--- src/rtl/seq_mul_param.sv ---
// Parametrised sequential shift-add multiplier with signed/unsigned mode and busy/done handshake.
// Optional macro SEQ_MUL_EARLY_EXIT_EN: leave ITER as soon as the remaining multiplier bits are all zero.
module seq_mul_param #(
    parameter int WIDTH = 32,
    parameter int CNT_W = $clog2(WIDTH)
) (
    input  logic                 clk,
    input  logic                 reset,
    input  logic                 start,
    input  logic                 is_signed,
    input  logic [WIDTH-1:0]     a,
    input  logic [WIDTH-1:0]     b,
    output logic                 busy,
    output logic [2*WIDTH-1:0]   result,
    output logic                 done
);

    typedef enum logic [1:0] {IDLE, ITER, FINISH} state_t;

    state_t               state, state_nxt;
    logic [2*WIDTH-1:0]   mcand;
    logic [2*WIDTH-1:0]   acc;
    logic [WIDTH-1:0]     mplier;
    logic [CNT_W-1:0]     cnt;
    logic                 neg;
    logic [WIDTH-1:0]     a_mag, b_mag;
    logic                 last_iter;

    // Magnitude of -2^(WIDTH-1) wraps to 2^(WIDTH-1), which is exactly right as unsigned.
    always_comb begin
        a_mag = (is_signed && a[WIDTH-1]) ? ('0 - a) : a;
        b_mag = (is_signed && b[WIDTH-1]) ? ('0 - b) : b;
    end

    always_comb begin
        last_iter = (cnt == CNT_W'(WIDTH-1));
`ifdef SEQ_MUL_EARLY_EXIT_EN
        last_iter = last_iter | (mplier[WIDTH-1:1] == '0);
`endif
    end

    always_comb begin
        state_nxt = state;
        case (state)
            IDLE:    if (start) state_nxt = ITER;
            ITER:    if (last_iter) state_nxt = FINISH;
            FINISH:  state_nxt = IDLE;
            default: state_nxt = IDLE;
        endcase
    end

    always_ff @(posedge clk) begin
        if (reset) state <= IDLE;
        else       state <= state_nxt;
    end

    always_ff @(posedge clk) begin
        if (reset) begin
            mcand  <= '0;
            acc    <= '0;
            mplier <= '0;
            cnt    <= '0;
            neg    <= 1'b0;
            busy   <= 1'b0;
            done   <= 1'b0;
            result <= '0;
        end else begin
            case (state)
                IDLE: begin
                    if (start) begin
                        mcand  <= {{WIDTH{1'b0}}, a_mag};
                        mplier <= b_mag;
                        neg    <= is_signed & (a[WIDTH-1] ^ b[WIDTH-1]);
                        acc    <= '0;
                        cnt    <= '0;
                        done   <= 1'b0;
                        busy   <= 1'b1;
                    end
                end
                ITER: begin
                    if (mplier[0]) acc <= acc + mcand;
                    mcand  <= mcand << 1;
                    mplier <= mplier >> 1;
                    cnt    <= cnt + CNT_W'(1);
                end
                FINISH: begin
                    result <= neg ? ('0 - acc) : acc;
                    done   <= 1'b1;
                    busy   <= 1'b0;
                end
                default: ;
            endcase
        end
    end

endmodule
--- config.mk ---
export PLATFORM = sky130hd
export DESIGN_NAME = seq_mul_param
export DESIGN_NICKNAME = d
export VERILOG_FILES = /design/src/rtl/seq_mul_param.sv
export SDC_FILE = /design/constraint.sdc
export NUM_CORES = 1
export LEC_CHECK = 0
export CAP_MARGIN = 40
export CORE_MARGIN = 2
export CORE_UTILIZATION = 55
export DETAILED_ROUTE_END_ITERATION = 16
export PLACE_DENSITY = 0.81
export SYNTH_ARGS = -nofsm -noshare
export SYNTH_HDL_FRONTEND = slang
export SYNTH_SLANG_ARGS = --single-unit
--- constraint.sdc ---
create_clock -name clk -period 9.5 [get_ports clk]
set_input_delay 0.95 -clock clk [delete_from_list [all_inputs] [get_ports clk]]
set_output_delay 0.95 -clock clk [all_outputs]
set_load 0.02 [all_outputs]
=== Yosys cells after proc, flatten, opt, wreduce, memory -nomap -nowiden ===
Cells that the tools add are included.

* Bits in writable memories: 0
* Bits in latches: 0
* Memories kept: 0
* Output and inout bits: 66
* Memory bits (read-only): 0
* Register bits: 234
* Word-level logic and storage cells: 51

* Bitwise logic cells: 2
* Div/mod/pow operators: 0
* Shift-type cells: 0
* $add $sub $neg: 5
* Reductions and logical operators: 10
* Multiplexer cells: 19
* Equal/unequal tests: 6
* $lt $le $gt $ge: 0
* Multiply operators: 0

{| class="wikitable"
|+ Operators with widths
! kind !! number
|-
| two-way mux 64 bit || 4
|-
| one-hot mux 64 bit (2 select lines) || 2
|-
| two-way mux 32 bit || 3
|-
| adder 64 bit || 1
|-
| one-hot mux 32 bit (2 select lines) || 1
|-
| subtractor 1 x 32 -> 32 bit (first input constant) || 2
|-
| subtractor 1 x 64 -> 64 bit (first input constant) || 1
|-
| one-hot mux 5 bit (2 select lines) || 1
|-
| AND reduction 2 bit || 4
|-
| != test 2 bit (second input constant) || 3
|-
| adder 5 x 1 -> 5 bit (second input constant) || 1
|-
| == test 5 bit (second input constant) || 1
|-
| two-way mux 5 bit || 1
|-
| two-way mux 2 bit || 2
|-
| one-hot mux 1 bit (2 select lines) || 2
|-
| one-hot mux 2 bit (2 select lines) || 1
|-
| nonzero test 2 bit || 2
|-
| AND reduction 3 bit || 1
|-
| == test 2 x 1 -> 1 bit (second input constant) || 1
|-
| == test 2 bit (second input constant) || 1
|-
| logical AND 1 bit || 2
|-
| zero test 2 bit || 1
|-
| two-way mux 1 bit || 2
|-
| bitwise AND 1 bit || 1
|-
| bitwise XOR 1 bit || 1
|}

=== Depth between registers and ports, before layout ===
* Word-level depth: 4
* Depth in mapped cells: 13
* Mapped depth without buffers: 13

=== Worst setup path after synthesis ===
Ideal clock, no wire load.

* Path type: input to register
* From: in a[9]
* To: reg mcand[27]
* Required time: 9.368 ns
* Path buffers: 0
* Stages on the path: 10
* Data arrival time: 3.456 ns
* Setup slack: 5.912 ns
* Cells stage by stage: or4_1 nor4_1 nand3_1 or2_2 or4_1 nor4_1 a21oi_1 xor2_1 nand2_1 a21oi_1

* Longest elaborated chain between the ends: 4

{| class="wikitable"
|+ RTL lines
! item !! RTL line !! source
|-
| start, declared || 11 || <nowiki>input logic [WIDTH-1:0] a,</nowiki>
|-
| subtractor 1 x 32 -> 32 bit || 31 || <nowiki>a_mag = (is_signed && a[WIDTH-1]) ? ('0 - a) : a;</nowiki>
|-
| two-way mux 32 bit || 31 ||
|-
| two-way mux 64 bit || 70 || <nowiki>if (start) begin</nowiki>
|-
| one-hot mux 64 bit (2 select lines) || 68 || <nowiki>case (state)</nowiki>
|-
| end signal, assigned || 71 || <nowiki>mcand <= {{WIDTH{1'b0}}, a_mag};</nowiki>
|-
| end signal, assigned || 82 || <nowiki>mcand <= mcand << 1;</nowiki>
|-
| end, declared || 21 || <nowiki>logic [2*WIDTH-1:0] mcand;</nowiki>
|}

Every way passes these cells. The select of a mux whose other input is x is not followed.
A chain may end at the register's enable or synchronous reset.

=== Final worst setup path ===
* From: in a[7]
* To: reg mcand[29]

Same word-level chain as after synthesis.

==> results by group <==
Power and ir drop
  • Clock power frac: approximately 44%
  • Sequential fraction of design power: between 40% and 50%
  • Final total power: around 2.3 mW
  • Net switching power: ~0.57 mW
  • Power density over the cells: 137.5 nW/um^2
  • Share of total power consumed by net switching: 24.96%
  • Cell-internal power: between 1.5 and 2 mW
  • Gate power share: between 10% and 20%
  • Leak Pwr: 6.549 nW
  • Peak VDD IR: about 120 uV

Critical path
  • CP arrival: approximately 4.5 ns
  • Worst setup EP type: flip-flop
  • Biggest fanout along the worst timing path: 4
  • Critical path depth: 11
  • FF-to-FF Start: acc[17]
  • Reg-to-reg critical path endpoint: result[61]
  • WP data required: approximately 10 ns
  • Buffers plus inverters on the worst setup path: 1
  • CP startpoint: a[7]
  • Worst-case reg-to-reg path depth: 10
  • CP Class: in2reg
  • Startpoint types: input pin
  • Largest delay contributor family on the critical path: simple AND/OR/NAND/NOR gates
  • Worst path cell trace: clkdlybuf4s50_1, or4_1, nor4_1, nand3_1, or2_2, or4_1, nor4_1, a21oi_1, xor2_1, nand2_1, a21oi_1
  • Reg-to-reg slack, setup: between 5 and 6 ns
  • Longest individual stage delay on the worst path: around 0.58 ns
  • Critical-path cell with the highest stage delay: sky130_fd_sc_hd__or4_1
  • Capture point of the worst path: mcand[29]

Global route
  • Number of antenna violations at the first check in global routing: 0
  • Largest net degree at the start of global routing: just under 80
  • First-pass GRT wire length: between 60000 and 70000 um
  • Overall Global Routing Usage: between 20% and 30%
  • Vias in the first global route: between 10000 and 15000
  • Overall overflow remaining after global route: 0

Job
  • Maximum Capacitance Violations: 0

Timing
  • Final total negative setup slack: 0 ns
  • Final critical-path required period: between 4 and 5 ns
  • Post-route clock period utilization: 42.54%
  • Max transition margin: a little under half
  • Final Hold Violating Endpoints: 0
  • Worst-margin pin slew: approximately 0.82 ns
  • RSZ-0062 raised after global routing: no
  • Pins over their slew limit: 0
  • Final count of negative-setup-slack endpoints: 0
  • Peak clock frequency supported by timing: around 250 MHz
  • Worst clock skew on the final layout: 0.009325 ns

CTS
  • CTS root buf: sky130_fd_sc_hd__clkbuf_16
  • Sinks on Clock Net: about 230
  • Number of buffers inserted during clock tree synthesis: 26
  • Clock insertion delay at the later pin of the skew report: about 0.52 ns
  • Setup Buffers After CTS: 0
  • TritonCTS clock tree: yes
  • Clock-pin slew reported for the worst setup and hold paths after clock tree synthesis: around 0.060 ns
  • H-Tree Depth: 1
  • Hold buffers post-CTS: 0
  • Post-cts repair resize count: 0
  • Clk buf depth: 3

Synthesis
  • Post-synth cell types: just over 70
  • Synthesized flop and latch total: roughly 230
  • Synth Area per Inst: around 7.7 sq um
  • Primary FF master, synth: sky130_fd_sc_hd__dfxtp_1
  • Register area share after synthesis: 32.57%
  • Synth Instances: between 1500 and 2000
  • Nets in the synthesized netlist: ~2000
  • Async SR Flop Fraction: 0%
  • Synth warn: 0
  • Synthesized cell area: approximately 14000 sq um
  • Number of synthesized flops with an enable pin: 0

Routing
  • Wire length reported by the detailed router: just under 40000 um
  • Wire per inst: 17.37 um
  • Routed vias/inst: about 6.1
  • Initial detailed-routing violation count: 1304
  • Residual DRC count: 0
  • Number of nets with antenna violations after detailed routing: 0
  • DR pass1 iterations: 5
  • Vias: approximately 14000

Placement
  • Port buffer count: ~130
  • HPWL after DPL: slightly below 30000 um
  • Gp weighted congestion: between 0.9 and 1

Final layout
  • Syn-to-layout area delta: 16.18%
  • Net count of the finished layout: 2057
  • Proportion of layout cells with a drive suffix above 1: 4.592%
  • Final antenna diode count: 0

Floorplanning
  • Rows: 59
  • Height of the die: around 170 um
  • I/O Pins: 134
  • Chip width: 165.7 um
  • Initial core utilization: 55.68%
  • Area of the core region: roughly 26000 sq um
  • Die area: 27460 sq um

Run status
  • Run status: complete, no violations

Hold path
  • Hold crit path type: reg2reg
## cells in the final DEF (no fill, tap or decap), types with 10 or more instances in the layout
master                              n
sky130_fd_sc_hd__nand3_1           57
sky130_fd_sc_hd__a21o_1            45
sky130_fd_sc_hd__dfxtp_1          233
sky130_fd_sc_hd__ha_1              68
sky130_fd_sc_hd__a21oi_1          187
sky130_fd_sc_hd__xnor2_1           63
sky130_fd_sc_hd__clkbuf_16         27
sky130_fd_sc_hd__or4_1             12
sky130_fd_sc_hd__buf_4             13
sky130_fd_sc_hd__xor2_1           112
sky130_fd_sc_hd__a211oi_1          12
sky130_fd_sc_hd__nor4_1            12
sky130_fd_sc_hd__clkdlybuf4s50_1  132
sky130_fd_sc_hd__nor2_1           127
sky130_fd_sc_hd__nor3_1            25
sky130_fd_sc_hd__a22oi_1           85
sky130_fd_sc_hd__o31ai_1           27
sky130_fd_sc_hd__nand2b_1          12
sky130_fd_sc_hd__o41ai_1           14
sky130_fd_sc_hd__nand4_1           31
sky130_fd_sc_hd__inv_1             26
sky130_fd_sc_hd__o21ai_0          157
sky130_fd_sc_hd__o21bai_1          10
sky130_fd_sc_hd__nand2_1          278
## state kept, by name, indices dropped and copies added, names as in the netlist
register / cells
acc: 64
busy: 1
cnt: 5
done: 1
mcand: 64
mplier: 32
neg: 1
result: 64
state: 2
## through the flow
stage | utilization, % | cells | area [sq um] | hold slack [ns] | setup slack, ns
3_3_place_gp | 61.19 | 2225 | 15810 | 0.4324 | 5.117
2_1_floorplan | - | 1866 | 14390 | 0.4316 | 5.912
4_1_cts | 64.68 | 2273 | 16710 | 0.4475 | 5.516
5_1_grt | 64.68 | 2273 | 16710 | 0.4787 | 5.161
6_report | 64.68 | 2273 | 16710 | 0.4457 | 5.459
3_5_place_dp | 61.32 | 2227 | 15840 | 0.4391 | 5.008
## area by class of cell
type                    count  area, sq um
clock inverters             6        83.83
repair buffers            147         1454
inverters                  26        97.59
multi-input cells        1485         9188
well taps                 335        419.2
fillers                  2252         9125
clock buffers              40        784.5
flip-flops and latches    234         4686
## tightest hold or removal path: cells and delay by family, from the launching register on
family / cells / cell delay [ns]
AO/OA/AOI/OAI: 1 / 0.05
flip-flops: 1 / 0.31
AND/OR/NAND/NOR: 1 / 0.05
## how the worst min path moves through the flow
| stage | startpoint | endpoint | slack (ns) | cells past startpoint |
|---|---|---|---|---|
| after detailed placement | result[51] | result[51] | 0.44 | 2 |
| after global routing | result[54] | result[54] | 0.48 | 2 |
| after floorplan | mplier[3] | mplier[2] | 0.43 | 2 |
| final | result[51] | result[51] | 0.45 | 2 |
| after CTS | result[51] | result[51] | 0.45 | 2 |
| after global placement | result[33] | result[33] | 0.43 | 2 |
## power groups by stage
stage               combinational [mW]  clock, mW  sequential (mW)
finish                           0.259       1.01             1.03
global route                     0.285       1.06             1.03
CTS                              0.257       1.02             1.03
detailed placement               0.255          0             1.05
global placement                 0.250          0             1.05
floorplan                        0.176          0             1.04
## Yosys cell counts, types with 5 or more instances
master / count / share of area, %
sky130_fd_sc_hd__nor4_1: 12 / 0.52
sky130_fd_sc_hd__buf_1: 14 / 0.37
sky130_fd_sc_hd__nand4_1: 31 / 1.3
sky130_fd_sc_hd__clkbuf_1: 106 / 2.8
sky130_fd_sc_hd__o21a_1: 8 / 0.42
sky130_fd_sc_hd__ha_1: 68 / 5.9
sky130_fd_sc_hd__o211ai_1: 5 / 0.26
sky130_fd_sc_hd__xnor2_1: 63 / 3.8
sky130_fd_sc_hd__o21ai_1: 8 / 0.28
sky130_fd_sc_hd__a211oi_1: 12 / 0.63
sky130_fd_sc_hd__o41ai_1: 14 / 0.85
sky130_fd_sc_hd__o21ai_0: 157 / 5.5
sky130_fd_sc_hd__a221oi_1: 7 / 0.43
sky130_fd_sc_hd__nand2_1: 278 / 7.3
sky130_fd_sc_hd__a21boi_0: 5 / 0.26
sky130_fd_sc_hd__dfxtp_1: 234 / 33
sky130_fd_sc_hd__nor2_1: 131 / 3.4
sky130_fd_sc_hd__a21o_1: 45 / 2.3
sky130_fd_sc_hd__nand2b_1: 13 / 0.57
sky130_fd_sc_hd__and2_1: 9 / 0.39
sky130_fd_sc_hd__o21bai_1: 10 / 0.52
sky130_fd_sc_hd__xor2_1: 112 / 6.8
sky130_fd_sc_hd__nor3_1: 26 / 0.90
sky130_fd_sc_hd__a21oi_1: 187 / 6.5
sky130_fd_sc_hd__or4_1: 12 / 0.63
sky130_fd_sc_hd__a22oi_1: 85 / 4.4
sky130_fd_sc_hd__o31ai_1: 27 / 1.4
sky130_fd_sc_hd__inv_1: 26 / 0.68
sky130_fd_sc_hd__or3_1: 9 / 0.39
sky130_fd_sc_hd__nor2b_1: 10 / 0.43
sky130_fd_sc_hd__a31oi_1: 9 / 0.39
sky130_fd_sc_hd__nand3_1: 57 / 2.0
## cell families (layout without fill, tap and decap cells)
| group | Yosys count | count (layout) | share of synthesized area [%] |
|---|---|---|---|
| and+or+nand+nor | 623 | 623 | 20.00 |
| AOI/OAI and AO/OA | 615 | 615 | 26.67 |
| DFF | 234 | 234 | 32.56 |
| xor gates and xnor gates | 175 | 175 | 10.65 |
| buffers and inverters | 147 | 219 | 3.844 |
| adders and majority gates | 69 | 69 | 6.054 |
| muxes | 3 | 3 | 0.2174 |
## per-layer routing
layer | share of wire [%] | track usage (%)
met1 | 49 | 41.65
met2 | 42 | 41.22
met3 | 7.9 | 3.990
met4 | 1.4 | 5.066
met5 | 0 | 0
Note: power is estimated with default switching activity, not from simulation.
